<file path="config.mk">
export PLATFORM = sky130hd
export DESIGN_NAME = t07_maze_nav
export DESIGN_NICKNAME = d
export VERILOG_FILES = /design/src/rtl/t07_maze_pkg.sv /design/src/rtl/t07_maze_move_check.sv /design/src/rtl/t07_maze_nav.sv
export SDC_FILE = /design/constraint.sdc
export NUM_CORES = 1
export LEC_CHECK = 0
export CORE_ASPECT_RATIO = 0.7
export CORE_UTILIZATION = 30
export CTS_CLUSTER_DIAMETER = 80
export CTS_CLUSTER_SIZE = 30
export DETAILED_ROUTE_END_ITERATION = 10
export PLACE_DENSITY = 0.53
export SYNTH_ARGS = -nofsm -noshare
export SYNTH_HDL_FRONTEND = slang
export SYNTH_SLANG_ARGS = --single-unit
</file>
<file path="constraint.sdc">
create_clock -name clk -period 7.3 [get_ports clk]
set_input_delay 2.19 -clock clk [delete_from_list [all_inputs] [get_ports clk]]
set_output_delay 2.19 -clock clk [all_outputs]
set_load 0.02 [all_outputs]
</file>
<file path="src/rtl/t07_maze_pkg.sv">
// Shared types and constants for the maze-navigation core.
package t07_maze_pkg;

  // One-hot button vector: {BACK,LEFT,DOWN,RIGHT,UP,SELECT}
  typedef logic [5:0] btn_t;

  // One-hot direction, same encoding as the button vector
  typedef btn_t dir_t;

  localparam btn_t NO_PRESS = 6'b000000;
  localparam btn_t SELECT   = 6'b000001;
  localparam btn_t UP       = 6'b000010;
  localparam btn_t RIGHT    = 6'b000100;
  localparam btn_t DOWN     = 6'b001000;
  localparam btn_t LEFT     = 6'b010000;
  localparam btn_t BACK     = 6'b100000;

  // Buttons that request a movement on the grid
  localparam btn_t MOVE_MASK = 6'b011110;

  typedef enum logic [2:0] {
    ST_IDLE    = 3'd0,
    ST_LOAD    = 3'd1,
    ST_PLAY    = 3'd2,
    ST_CLEARED = 3'd3,
    ST_OVER    = 3'd4,
    ST_WIN     = 3'd5
  } state_t;

  // True when exactly one button bit is set
  function automatic logic is_onehot6(input btn_t b);
    return (b != 6'd0) && ((b & (b - 6'd1)) == 6'd0);
  endfunction

endpackage

</file>
<file path="src/rtl/t07_maze_move_check.sv">
// Combinational move legality: next cell, bounds and wall lookup in one place.
module t07_maze_move_check
  import t07_maze_pkg::*;
#(
  parameter int GRID_W  = 6,
  parameter int GRID_H  = 6,
  parameter int COORD_W = 3
) (
  input  logic [COORD_W-1:0]             i_pos_x,
  input  logic [COORD_W-1:0]             i_pos_y,
  input  dir_t                           i_dir,
  input  logic [GRID_H*(GRID_W-1)-1:0]   i_wall_v,
  input  logic [(GRID_H-1)*GRID_W-1:0]   i_wall_h,
  output logic [COORD_W-1:0]             o_next_x,
  output logic [COORD_W-1:0]             o_next_y,
  output logic                           o_legal
);

  localparam int VW_N = GRID_H * (GRID_W - 1);
  localparam int HW_N = (GRID_H - 1) * GRID_W;
  localparam int VI_W = (VW_N > 1) ? $clog2(VW_N) : 1;
  localparam int HI_W = (HW_N > 1) ? $clog2(HW_N) : 1;

  // One extra bit so that 0-1 shows up as a large (out-of-range) value
  localparam logic [COORD_W:0] W_LIM = (COORD_W+1)'(GRID_W);
  localparam logic [COORD_W:0] H_LIM = (COORD_W+1)'(GRID_H);
  localparam logic [COORD_W:0] ONE   = (COORD_W+1)'(1);

  logic [COORD_W:0] w_nx;
  logic [COORD_W:0] w_ny;
  logic             w_is_dir;
  logic             w_inb;
  logic             w_wall;
  logic [VI_W-1:0]  w_vidx;
  logic [HI_W-1:0]  w_hidx;

  // Candidate target cell for the requested direction
  always_comb begin
    w_nx     = {1'b0, i_pos_x};
    w_ny     = {1'b0, i_pos_y};
    w_is_dir = 1'b1;
    case (i_dir)
      UP:      w_ny = {1'b0, i_pos_y} + ONE;
      DOWN:    w_ny = {1'b0, i_pos_y} - ONE;
      RIGHT:   w_nx = {1'b0, i_pos_x} + ONE;
      LEFT:    w_nx = {1'b0, i_pos_x} - ONE;
      default: w_is_dir = 1'b0;
    endcase
  end

  // Bounds check, then look up the wall bit crossed by the move
  always_comb begin
    w_inb  = w_is_dir && (w_nx < W_LIM) && (w_ny < H_LIM);
    w_vidx = '0;
    w_hidx = '0;
    w_wall = 1'b0;
    if (w_inb) begin
      case (i_dir)
        RIGHT: begin
          w_vidx = VI_W'(int'(i_pos_y) * (GRID_W - 1) + int'(i_pos_x));
          w_wall = i_wall_v[w_vidx];
        end
        LEFT: begin
          w_vidx = VI_W'(int'(i_pos_y) * (GRID_W - 1) + int'(i_pos_x) - 1);
          w_wall = i_wall_v[w_vidx];
        end
        UP: begin
          w_hidx = HI_W'(int'(i_pos_y) * GRID_W + int'(i_pos_x));
          w_wall = i_wall_h[w_hidx];
        end
        DOWN: begin
          w_hidx = HI_W'((int'(i_pos_y) - 1) * GRID_W + int'(i_pos_x));
          w_wall = i_wall_h[w_hidx];
        end
        default: w_wall = 1'b0;
      endcase
    end else begin
      w_wall = 1'b0;
    end
  end

  assign o_next_x = w_nx[COORD_W-1:0];
  assign o_next_y = w_ny[COORD_W-1:0];
  assign o_legal  = w_inb & ~w_wall;

endmodule

</file>
<file path="src/rtl/t07_maze_nav.sv">
// Maze game core: player position, lives, move count, levels and game FSM.
module t07_maze_nav
  import t07_maze_pkg::*;
#(
  parameter int GRID_W     = 6,
  parameter int GRID_H     = 6,
  parameter int COORD_W    = 3,
  parameter int NUM_LEVELS = 4,
  parameter int MAX_LIVES  = 3,
  parameter int MOVE_W     = 8
) (
  input  logic                           clk,
  input  logic                           nrst,
  input  logic                           strobe,
  input  logic [5:0]                     button,
  input  logic [COORD_W-1:0]             start_x,
  input  logic [COORD_W-1:0]             start_y,
  input  logic [COORD_W-1:0]             dest_x,
  input  logic [COORD_W-1:0]             dest_y,
  input  logic [GRID_H*(GRID_W-1)-1:0]   wall_v,
  input  logic [(GRID_H-1)*GRID_W-1:0]   wall_h,
  output logic [3:0]                     level,
  output logic [COORD_W-1:0]             pos_x,
  output logic [COORD_W-1:0]             pos_y,
  output logic [2:0]                     lives,
  output logic [MOVE_W-1:0]              moves,
  output logic                           error,
  output logic                           maze_clear,
  output logic [2:0]                     state_o
);

  localparam logic [3:0]        LAST_LEVEL = 4'(NUM_LEVELS - 1);
  localparam logic [2:0]        FULL_LIVES = 3'(MAX_LIVES);
  localparam logic [MOVE_W-1:0] MOVE_ONE   = MOVE_W'(1);

  state_t              r_state;
  logic [3:0]          r_level;
  logic [COORD_W-1:0]  r_pos_x;
  logic [COORD_W-1:0]  r_pos_y;
  logic [2:0]          r_lives;
  logic [MOVE_W-1:0]   r_moves;
  logic                r_error;
  logic                r_clear;

  logic [COORD_W-1:0]  w_next_x;
  logic [COORD_W-1:0]  w_next_y;
  logic                w_legal;
  logic                w_press;
  logic                w_is_move;
  logic                w_at_dest;
  logic                w_next_dest;

  t07_maze_move_check #(
    .GRID_W  (GRID_W),
    .GRID_H  (GRID_H),
    .COORD_W (COORD_W)
  ) u_move_check (
    .i_pos_x  (r_pos_x),
    .i_pos_y  (r_pos_y),
    .i_dir    (button),
    .i_wall_v (wall_v),
    .i_wall_h (wall_h),
    .o_next_x (w_next_x),
    .o_next_y (w_next_y),
    .o_legal  (w_legal)
  );

  // Only a strobed, exactly one-hot button counts as a press
  assign w_press     = strobe && is_onehot6(button);
  assign w_is_move   = |(button & MOVE_MASK);
  assign w_at_dest   = (r_pos_x == dest_x) && (r_pos_y == dest_y);
  assign w_next_dest = (w_next_x == dest_x) && (w_next_y == dest_y);

  // Game FSM with all outputs held in registers
  always_ff @(posedge clk or negedge nrst) begin
    if (!nrst) begin
      r_state <= ST_IDLE;
      r_level <= 4'd0;
      r_pos_x <= '0;
      r_pos_y <= '0;
      r_lives <= FULL_LIVES;
      r_moves <= '0;
      r_error <= 1'b0;
      r_clear <= 1'b0;
    end else begin
      r_error <= 1'b0;
      r_clear <= 1'b0;
      case (r_state)
        ST_IDLE: begin
          if (w_press && (button == SELECT)) begin
            r_state <= ST_LOAD;
          end
        end
        ST_LOAD: begin
          r_pos_x <= start_x;
          r_pos_y <= start_y;
          r_moves <= '0;
          r_state <= ST_PLAY;
        end
        ST_PLAY: begin
          // Start == dest: the level is already solved on entry
          if (w_at_dest) begin
            r_clear <= 1'b1;
            r_state <= ST_CLEARED;
          end else if (w_press) begin
            if (button == BACK) begin
              r_state <= ST_IDLE;
            end else if (w_is_move) begin
              if (w_legal) begin
                r_pos_x <= w_next_x;
                r_pos_y <= w_next_y;
                if (r_moves != '1) begin
                  r_moves <= r_moves + MOVE_ONE;
                end
                if (w_next_dest) begin
                  r_clear <= 1'b1;
                  r_state <= ST_CLEARED;
                end
              end else begin
                r_error <= 1'b1;
                if (r_lives <= 3'd1) begin
                  r_lives <= 3'd0;
                  r_state <= ST_OVER;
                end else begin
                  r_lives <= r_lives - 3'd1;
                end
              end
            end
          end
        end
        ST_CLEARED: begin
          if (w_press && (button == SELECT)) begin
            if (r_level == LAST_LEVEL) begin
              r_state <= ST_WIN;
            end else begin
              r_level <= r_level + 4'd1;
              r_state <= ST_LOAD;
            end
          end else if (w_press && (button == BACK)) begin
            r_state <= ST_IDLE;
          end
        end
        ST_OVER, ST_WIN: begin
          if (w_press && (button == SELECT)) begin
            r_lives <= FULL_LIVES;
            r_level <= 4'd0;
            r_state <= ST_IDLE;
          end
        end
        default: r_state <= ST_IDLE;
      endcase
    end
  end

  assign level      = r_level;
  assign pos_x      = r_pos_x;
  assign pos_y      = r_pos_y;
  assign lives      = r_lives;
  assign moves      = r_moves;
  assign error      = r_error;
  assign maze_clear = r_clear;
  assign state_o    = r_state;

endmodule

</file>
* Word level (Yosys, flattened, before mapping) *
Cells that the tools add are included.

storage, ports and cells
  bits in registers = 26
  input port bits = 81
  output and inout port bits = 26
  logic and storage cells = 159

cells by class
  add/sub/neg operators = 13
  multipliers = 3
  order comparisons = 7
  equality and inequality tests = 33
  muxes and demuxes = 70
  bitwise gates (word level) = 3
  reduce and logical (&&, ||, !) cells = 22

operators by type and width
  kind                                                         number
  two-way mux 3 bit                                            29
  two-way mux 8 bit                                            6
  multiplier 32 x 3 -> 4 bit (second input constant)           1
  less-than comparator 5 x 6 -> 1 bit (second input constant)  4
  one-hot mux 4 bit (2 select lines)                           3
  AND reduction 7 bit                                          3
  binary-select mux 1 bit (select 5 bit)                       4
  inequality test 2 bit (second input constant)                10
  two-way mux 1 bit                                            19
  one-hot mux 3 bit (2 select lines)                           3
  one-hot mux 8 bit (2 select lines)                           1
  adder 5 x 4 -> 5 bit                                         3
  one-hot mux 3 bit (5 select lines)                           1
  equality test 3 bit                                          4
  two-way mux 4 bit                                            3
  subtractor 3 x 1 -> 4 bit (second input constant)            3
  adder 3 x 1 -> 4 bit (second input constant)                 2
  adder 8 x 1 -> 8 bit (second input constant)                 1
  logical AND 1 bit                                            8
  less-than comparator 4 x 3 -> 1 bit (second input constant)  2
  inequality test 8 bit (second input constant)                1
  OR reduction 4 bit                                           2
  AND 6 bit                                                    1
  equality test 3 x 2 -> 1 bit (second input constant)         2
  31 further kinds                                             35

* Longest topological paths before layout *
Gate-level depths: netlist of run 1.

  word-level depth = 15
  mapped depth = 16
  depth with buffers taken out = 13

* Hierarchy *
From an unflattened synthesis of run 1, not the netlist that was laid out.

second synthesis, totals
  cells, all modules = 383
  area total of the unflattened synthesis = 3,789.9 µm²

by module, submodules not included
  module               instances  cells each  area each (µm²)  seq. area each (µm²)
  t07_maze_move_check  1          188         1,986.9          0.0
  t07_maze_nav         1          195         1,803.0          653.1

* Least setup slack after synthesis of run 1 *
Ideal clock, no wire load.

  kind = input to register
  from = in button[3]
  to = reg r_moves[7], in the netlist moves[7]
  setup time = 0.083 ns
  arrival time = 5.086 ns
  data required time = 7.217 ns
  setup slack = 2.131 ns
  stages = 15
  buffers on the path = 2
  cells stage by stage = buf_2 > nor4b_1 > nand2_1 > xnor2_1 > ha_1 > nor2_1 > mux2i_1 > nor2_1 > a311oi_1 > o2111ai_1 > nor3_4 > a31oi_1 > buf_2 > or4_1 > o21ai_0

between the ends
  longest elaborated chain between the ends = 10
  elaborated cells between the ends (all ways) = 29
  those cells by class = add/sub: 1; order compare: 2; eq/ne: 9; mux: 5; bitwise: 3; reduce/logical: 9

ends and longest elaborated chain
  item                                                                      RTL line                                              source
  from (decl)                                                               t07_maze_nav.sv:15                                    input logic [5:0] button,
  equality test 6 x 5 -> 1 bit (tied with other cells)                      t07_maze_move_check.sv:42, t07_maze_move_check.sv:58
  one-hot mux 4 bit (2 select lines) or OR reduction 4 bit (tied branches)  -
  less-than comparator 4 x 3 -> 1 bit or two-way mux 1 bit (tied branches)  t07_maze_move_check.sv:53, t07_maze_move_check.sv:42
  logical AND 1 bit (2 in a row)                                            t07_maze_move_check.sv:53                             w_inb = w_is_dir && (w_nx < W_LIM) && (w_ny < H_LIM);
  two-way mux 1 bit                                                         t07_maze_move_check.sv:57                             if (w_inb) begin
  inverter 1 bit                                                            t07_maze_move_check.sv:84                             assign o_legal = w_inb & ~w_wall;
  AND 1 bit                                                                 t07_maze_move_check.sv:84
  inequality test 2 x 1 -> 1 bit (no source line)                           -
  AND reduction 7 bit (no source line) (*)                                  -
  to (signal assigned)                                                      t07_maze_nav.sv:113                                   r_moves <= r_moves + MOVE_ONE;
  to (decl)                                                                 t07_maze_nav.sv:41                                    logic [MOVE_W-1:0] r_moves;

Every way passes the cells marked *; elsewhere a longest branch is shown, timed or not.
A chain may end at the register's enable or synchronous reset.

* Worst setup path in the final report of run 1 *
Same ends and word-level chain as after synthesis.

==> results of run 1 <==
==> power breakdown <==
group / internal, mW / switching [mW]
clock: 0.109 / 0.0552
combinational: 1.15 / 1.16
sequential: 0.185 / 0.0936
total: 1.45 / 1.31
==> area by class of cell <==
type / instances / area, um2
fill: 1161 / 6840
clock inverter: 1 / 30.0
clock buffer: 3 / 75.1
tap: 157 / 196
timing repair buffer: 109 / 1080
sequential: 26 / 653
multi-input combinational: 328 / 2870
inverter: 18 / 67.6
==> logic make-up (layout without fill, tap and decap cells) <==
logic type / Yosys count / in the layout / synth area share
simple gates: 139 / 139 / 0.216
compound gates: 87 / 87 / 0.159
mux: 50 / 50 / 0.233
buf+inv: 39 / 131 / 0.0439
fa+ha+maj: 27 / 27 / 0.102
flops: 26 / 26 / 0.177
xor+xnor: 25 / 25 / 0.0687
==> path summary, 6_finish.rpt <==
kind / start / endpoint / slack (ps) / cells after the start
worst max-delay path: button[3] / moves[7]$_DFFE_PN0P_ / 1260 / 14
worst min-delay path: moves[0]$_DFFE_PN0P_ / moves[0]$_DFFE_PN0P_ / 540 / 1
worst max register to register: pos_y[0]$_DFFE_PN0P_ / moves[6]$_DFFE_PN0P_ / 2540 / 13
worst min register to register: moves[0]$_DFFE_PN0P_ / moves[0]$_DFFE_PN0P_ / 540 / 1
max in group asynchronous: nrst / lives[0]$_DFFE_PN1P_ / 4710 / 2
min in group asynchronous: nrst / moves[6]$_DFFE_PN0P_ / 2290 / 2
==> sequential cells by signal, summed over array words and instances (netlist names) <==
| name | flops |
|---|---|
| maze_clear | 1 |
| pos_x | 3 |
| state_o | 3 |
| lives | 3 |
| pos_y | 3 |
| level | 4 |
| moves | 8 |
| error | 1 |
==> placed cells by master (no fill, tap or decap), types with 4 or more instances in the layout <==
cell type	instances
clkdlybuf4s50_1	106
mux4_2	28
nor2_1	24
dfrtp_1	24
ha_1	22
nand2_1	21
o21ai_0	21
inv_1	18
mux2i_1	18
nand3_1	17
a21oi_1	15
xor2_1	12
xnor2_1	11
nand2b_1	10
nor2b_1	8
nand4_1	7
or4_1	6
and3_1	5
nor3_1	5
or3_1	5
a31oi_1	5
fa_1	5
nor4_1	4
mux2_2	4
nor3b_1	4
nand3b_1	4
o31ai_1	4
o22ai_1	4
==> worst register-to-register path, delay by kind of cell (launching register included) <==
family | cells | cell delay [ps]
xor+xnor | 1 | 200
mux | 3 | 600
simple gates | 2 | 740
buf+inv | 1 | 70
compound gates | 3 | 970
flops | 1 | 650
fa+ha+maj | 3 | 1470
==> per-layer routing <==
| layer | wire (um) | share of wire |
|---|---|---|
| met1 | 6000 | 0.52 |
| met2 | 4870 | 0.43 |
| met3 | 548 | 0.048 |
| met4 | 15 | 0.0013 |
| met5 | 0 | 0 |
==> metrics by stage <==
stage          hold slack, ps  power, mW  instance area (um2)
6_report                  543       2.76                 4970
3_5_place_dp              539       2.59                 4870
5_1_grt                   565       2.99                 4970
3_3_place_gp              535       2.56                 4870
4_1_cts                   546       2.76                 4970
2_1_floorplan             605       2.07                 3680
==> results_dict.tcl, run 1 <==
set metrics [dict create \
    leakagePower_nw 1.87 \
    core_mm2 0.0118 \
    grt_pass1_vias 3542 \
    viasPerCell 5.50 \
    start_util 0.312 \
    ys_seq_area_frac 0.177 \
    cts_tree "done" \
    synth.cell_area_mm2 0.00368 \
    ys_top_cells_by_count "mux4_2, dfrtp_1, nor2_1, ha_1" \
    rows 33 \
    synth_ff_type "dfrtp_1" \
    avgSynthCellArea_um2 9.36 \
    cp_max_fo 12 \
    endpoint_kind "register" \
    antenna_left 0 \
    min_period_ps 6040 \
    post_cts_buffers 0 \
    crit_chain "clkdlybuf4s50_1, nor4b_1, nand2_1, xnor2_1, ha_1, nor2_1, mux2i_1, nor2_1, a311oi_1, o2111ai_1, nor3_4, a31oi_1, or4_1, o21ai_0" \
    area_growth_pct 35.1 \
    worstSetupPathType "in2reg" \
    hold_class "reg2reg" \
    drc 0 \
    clock-skew-final_ps 3.26 \
    synth_edf_count 0 \
    final_net_count 594 \
    powerDensity_mw_per_mm2 554 \
    path_delay_family "simple AND/OR/NAND/NOR gates" \
    clkLatencyLatePin_ps 270 \
    worst-path-buf-inv 1 \
    worst_ep_arrival_time_ps 6230 \
    instances_no_fill 642 \
    relSlewSlack 0.277 \
    post-place-ws_ps 1040 \
    max_freq_mhz 166 \
    maxSlewViolCount 0 \
    die_h_um 94.7 \
    cp_slowest_cell "nor4b_1" \
    finalHoldViolCount 0 \
    synth_top_area_share 0.171 \
    grt_setup_unrepaired "false" \
    final_util 0.421 \
    die_area_mm2 0.0127 \
    synth_cell_types 72 \
    maxCapViolCount 0 \
    antenna_found_initial 0 \
    synthTopCellsByArea "mux4_2, dfrtp_1, ha_1, mux2i_1, o21ai_0" \
    synth.most_common_cell "mux4_2" \
    synth_nets 501 \
    hpwl_mm 9.39 \
    dp.cells 638 \
    path_clk_slew_ps 70 \
    gr-usage-all-layers 0.183 \
    drive_above_1_share 0.103 \
    cts_buffers 3 \
    drt_iter0_markers 187 \
    outcome "complete, no violations" \
    grt_busiest_layer "met2" \
    pin_count 107 \
    h-tree-depth 1 \
    grt_overflow 0 \
    setup_viol 0 \
    cpMostUsedCell "nor2_1" \
    gr-usage-met1 0.276 \
    portBuffers 106 \
    cts_resized 0 \
    cp.required_ps 7490 \
    fin_ws_ps 1260 \
    critPathLaunchType "input port" \
    met3_usage 0.0242 \
    cts_buffer_depth 2 \
    die_width_um 134 \
    finalSetupTns_ps 0 \
    yosys_register_bits 26 \
    routed_wl_mm 11.4 \
    synth_largest_area_cell "mux4_2" \
    wl_per_cell_um 17.8 \
    cts_num_sinks 26 \
    layout_worst_path_cycle_share 0.827 \
    max_slew.worst_pin.slew_ps 1080 \
    use_met2 0.285 \
    grt_max_degree 27 \
    grt_pass1_wl_mm 18.5 \
    vias 3533 \
    synthArstFlopShare 1.00 \
    firstDrtPassIters 5 \
    critical_path.max_stage_delay_ps 770 \
    yosys_warnings 0 \
    syn-instance-count 393 \
    antenna_cells 0 \
    clockRootBuffer "clkbuf_16" \
    postCtsHoldBufs 0 \
    place.gp.congestion 0.901 \
    peakVddDrop_uv 311 \
]
Note: power is estimated with default switching activity, not from simulation.
==> run 2: changes to the inputs <==
clock period = 5.6 ns   (was 7.3 ns; I/O delays follow)
==> run 2 against run 1 <==
Effect of this change: combinational power increased by 35%; clock skew about the same; register-to-register slack got worse by 1600 ps; core utilization increased by 0.83 points; non-clock buffer count increased by 13; die area unchanged.
==> results_dict.tcl, run 2 (synthesis results as in run 1) <==
set metrics [dict create \
    cp.required_ps 5790 \
    drc 0 \
    antenna_left 0 \
    nFillCells 1174 \
    grt_pass1_vias 3404 \
    grt_max_degree 27 \
    cp_max_fo 11 \
    place.gp.congestion 0.872 \
    layout_worst_path_cycle_share 0.908 \
    core_mm2 0.0118 \
    fin_ws_ps 516 \
    antenna_found_initial 0 \
    min_period_ps 5080 \
    portBuffers 106 \
    r2r_slack_ps 950 \
    maxSlewViolCount 0 \
    leakagePower_nw 1.93 \
    worst_ep_arrival_time_ps 5270 \
    drive_above_1_share 0.127 \
    die_width_um 134 \
    grt_pass1_wl_mm 18.1 \
    r2r-start "pos_y[1]$_DFFE_PN0P_" \
    cp-startpoint "button[3]" \
    routed_wl_mm 11.4 \
    finalSetupTns_ps 0 \
    vias 3591 \
    worstSetupPathType "in2reg" \
    drt_iter0_markers 221 \
    antenna_cells 0 \
    grt_setup_unrepaired "false" \
    endpoint_kind "register" \
    clkLatencyLatePin_ps 270 \
    die_area_mm2 0.0127 \
    largest_reg_flops 8 \
    final_common_cell "clkdlybuf4s50_1" \
    powerDensity_mw_per_mm2 721 \
    h-tree-depth 1 \
    cts_resized 0 \
    cts_tree "done" \
    min_from "moves[0]$_DFFE_PN0P_" \
    relSlewSlack 0.302 \
    postCtsHoldBufs 0 \
    path_clk_slew_ps 70 \
    cts_buffer_depth 2 \
    clockRootBuffer "clkbuf_16" \
    final_net_count 607 \
    outcome "complete, no violations" \
    max_freq_mhz 197 \
    critPathLaunchType "input port" \
    die_h_um 94.7 \
    gr-usage-all-layers 0.181 \
    firstDrtPassIters 4 \
    maxCapViolCount 0 \
    start_util 0.312 \
    finalHoldViolCount 0 \
    cts_buffers 3 \
    max_slew.worst_pin.slew_ps 1040 \
    cts_num_sinks 26 \
    clock-skew-final_ps 3.59 \
    hpwl_mm 9.39 \
    mostFrequentLayoutCells "clkdlybuf4s50_1, mux4_2, nor2_1, dfrtp_1, ha_1" \
    peakVddDrop_uv 456 \
    post-place-ws_ps 253 \
    hold_class "reg2reg" \
    wl_per_cell_um 17.3 \
    area_growth_pct 37.7 \
    grt_overflow 0 \
    viasPerCell 5.48 \
    rows 33 \
    setup_viol 0 \
    pin_count 107 \
    post_cts_buffers 0 \
]
run 2: final timing paths:
check                                  endpoint  depth (start not counted)
max                        moves[7]$_DFFE_PN0P_                         14
min                        moves[0]$_DFFE_PN0P_                          1
max in group asynchronous  lives[0]$_DFFE_PN1P_                          2
max reg2reg                moves[7]$_DFFE_PN0P_                         11
min in group asynchronous  moves[4]$_DFFE_PN0P_                          2
min reg2reg                moves[0]$_DFFE_PN0P_                          1
run 2: report_power, final:
group          switching, mW  internal (mW)  leakage [nW]  total, mW
registers             0.0687          0.242         0.335      0.311
clock network         0.0719          0.143        0.0511      0.214
logic                   1.59           1.54          1.54       3.13
total                   1.73           1.93          1.93       3.66
run 2: cell type report:
| cell class | instances | area [um2] | share of cell area |
|---|---|---|---|
| clock buffer | 3 | 75.1 | 0.0148 |
| clock inverter | 1 | 30.0 | 0.00592 |
| inverter | 18 | 67.6 | 0.0133 |
| multi-input combinational | 328 | 2870 | 0.565 |
| sequential | 26 | 653 | 0.129 |
| tap | 157 | 196 | 0.0388 |
| timing repair buffer | 122 | 1180 | 0.233 |
run 2: routing by layer:
metal	vias to the layer above	track usage	part of all wire
li1	1729	-	-
met1	1734	0.288	0.54
met2	123	0.267	0.40
met3	5	0.0183	0.055
met4	0	0.0187	0.0040
met5	-	0	0
run 2: stage by stage:
step	std cells	instance area [um2]	power [mW]	util	hold WS, ps
floorplan	393	3680	2.70	-	605
global placement	651	4960	3.42	0.420	530
detailed placement	651	4960	3.43	0.420	543
CTS	655	5070	3.66	0.429	553
global route	655	5070	3.96	0.429	566
finish	655	5070	3.66	0.429	542
run 2: worst max-delay path, stage by stage:
cell	delay, ps
clkdlybuf4s50_1	420
nor4b_1	580
nand2_1	170
xnor2_1	170
ha_1	200
nor2_1	50
mux2i_1	130
nor2_1	110
a311oi_1	270
o2111ai_1	220
nor3_4	290
a31oi_1	340
or4_1	550
o21ai_0	80
==> run 3: changes to the inputs <==
PLACE_DENSITY = 0.55   (was 0.53)
clock period = 4.2 ns   (was 5.6 ns; I/O delays follow)
==> run 3 against run 2 <==
Effect of this change: hold slack lost 1.6 ps; first-iteration DRC count grew 34%; routed wire length grew 8.8%; sequential cell count is the same; clock power grew 34%; worst setup slack lost 420 ps; die area is the same; via count grew 8.6%; core utilization grew 5.1 points; sequential share of layout area shrank 1.4 points; global-route usage grew 1.4 points; critical path depth is the same; critical path type unchanged; largest cell class unchanged; largest power group unchanged.
==> results_dict.tcl, run 3 (synthesis results as in run 1) <==
set metrics [dict create \
    mostFrequentLayoutCells "clkdlybuf4s50_1, buf_4, mux4_2" \
    p_int_mw 3.25 \
    finish.instance_area_mm2 0.00568 \
    firstDrtPassIters 5 \
    die_area_mm2 0.0127 \
    drive_above_1_share 0.261 \
    area_growth_pct 54.3 \
    maxCapViolCount 0 \
    grt_pass1_wl_mm 19.6 \
    combPwrFrac 0.879 \
    placedInstanceArea_mm2 0.00537 \
    cts_tree "done" \
    drc 0 \
    clkLatencyLatePin_ps 270 \
    critPathLaunchType "input port" \
    cts_buffer_depth 2 \
    nFillCells 1125 \
    viasPerCell 5.41 \
    grt_overflow 0 \
    wl_per_cell_um 17.1 \
    crit_chain "dlygate4sd2_1, nor4b_4, nand2_1, xnor2_1, ha_2, buf_4, mux2i_2, xor2_1, nand4_1, or4b_4, nor4_4, a221oi_2, buf_4, o2bb2ai_1" \
    cp_slowest_cell "or4b_4" \
    antenna_left 0 \
    cts_buffers 3 \
    final_common_cell "clkdlybuf4s50_1" \
    hpwl_mm 10.1 \
    pwr-share-seq 0.071 \
    portBuffers 106 \
    setup_viol 0 \
    cp_max_fo 4 \
    core_mm2 0.0118 \
    die_h_um 94.7 \
    layout_worst_path_cycle_share 0.977 \
    max_freq_mhz 244 \
    grt_max_degree 27 \
    seqCellArea_um2 653 \
    worstSetupPathType "in2reg" \
    routed_wl_mm 12.3 \
    drt_iter0_markers 297 \
    start_util 0.312 \
    hold_class "reg2reg" \
    min_period_ps 4100 \
    leakagePower_nw 2.30 \
    finalHoldViolCount 0 \
    maxSlewViolCount 0 \
    path_delay_family "simple AND/OR/NAND/NOR gates" \
    clock-skew-final_ps 3.61 \
    worst-path-buf-inv 3 \
    power_switching_mw 2.49 \
    grt_pass1_vias 3767 \
    rows 33 \
    path_clk_slew_ps 70 \
    gr-usage-all-layers 0.195 \
    largest_reg_flops 8 \
    hold_ws_ps 541 \
    final_net_count 673 \
    worst_ep_arrival_time_ps 4260 \
    cpMostUsedCell "buf_4" \
    cts_num_sinks 26 \
    antenna_cells 0 \
    clockRootBuffer "clkbuf_16" \
    die_width_um 134 \
    vias 3900 \
    postCtsHoldBufs 0 \
    h-tree-depth 1 \
    netSwitchingFraction 0.434 \
    multi_input_area_mm2 0.00296 \
    antenna_found_initial 0 \
    pin_count 107 \
    cp.required_ps 4350 \
    peakVddDrop_uv 619 \
    place.gp.congestion 0.861 \
    endpoint_kind "register" \
    critical_path.max_stage_delay_ps 570 \
    outcome "complete, no violations" \
    relSlewSlack 0.548 \
    max_slew.worst_pin.slew_ps 673 \
    powerDensity_mw_per_mm2 1010 \
    power.share.clock 0.050 \
]
[run 3: path summary, 6_finish.rpt]
kind / cells after the start / to / slack [ps] / from
max: 14 / state_o[1]$_DFFE_PN0P_ / 100 / button[4]
min: 1 / moves[0]$_DFFE_PN0P_ / 540 / moves[0]$_DFFE_PN0P_
max reg2reg: 14 / moves[5]$_DFFE_PN0P_ / 100 / pos_y[0]$_DFFE_PN0P_
min reg2reg: 1 / moves[0]$_DFFE_PN0P_ / 540 / moves[0]$_DFFE_PN0P_
max in group asynchronous: 2 / lives[1]$_DFFE_PN1P_ / 2530 / nrst
min in group asynchronous: 2 / moves[4]$_DFFE_PN0P_ / 1360 / nrst
[run 3: power by group through the flow]
stage / logic, mW / clock network, mW / registers [mW]
after global placement: 4.57 / 0 / 0.407
after CTS: 4.66 / 0.291 / 0.405
after detailed placement: 4.59 / 0 / 0.407
final: 5.04 / 0.287 / 0.407
after global routing: 5.45 / 0.300 / 0.415
after floorplan: 3.10 / 0 / 0.498
[run 3: layout make-up]
type / instances / area share
clock buffer: 3 / 0.0132
inverter: 18 / 0.0119
timing repair buffer: 188 / 0.298
multi-input combinational: 328 / 0.522
clock inverter: 1 / 0.00529
tap: 157 / 0.0346
sequential: 26 / 0.115
[run 3: stage by stage]
step	TNS [ps]	setup slack, ps	utilization	cells	total power [mW]
floorplan	0	53.3	-	393	3.60
global placement	-3720	-301	0.455	704	4.98
global route	-87.4	-46.9	0.481	721	6.17
detailed placement	-5650	-428	0.455	704	5.00
CTS	0	18.8	0.472	716	5.36
finish	0	95.6	0.481	721	5.74
[run 3: metal layers]
metal / share of wire / global-route usage / routed length, um / up-vias
li1: - / - / - / 1861
met1: 0.52 / 0.312 / 6450 / 1886
met2: 0.40 / 0.275 / 4940 / 143
met3: 0.071 / 0.0306 / 872 / 10
met4: 0.0072 / 0.0215 / 89 / 0
met5: 0 / 0 / 0 / -
[run 3: what timing repair did]
action | 4_1_cts | 5_1_grt
resized for setup | 12 | 19
pin swaps | 7 | 16
endpoints found under the setup margin | 10 | 19
buffers inserted | 8 | 5
gates cloned | 0 | 0
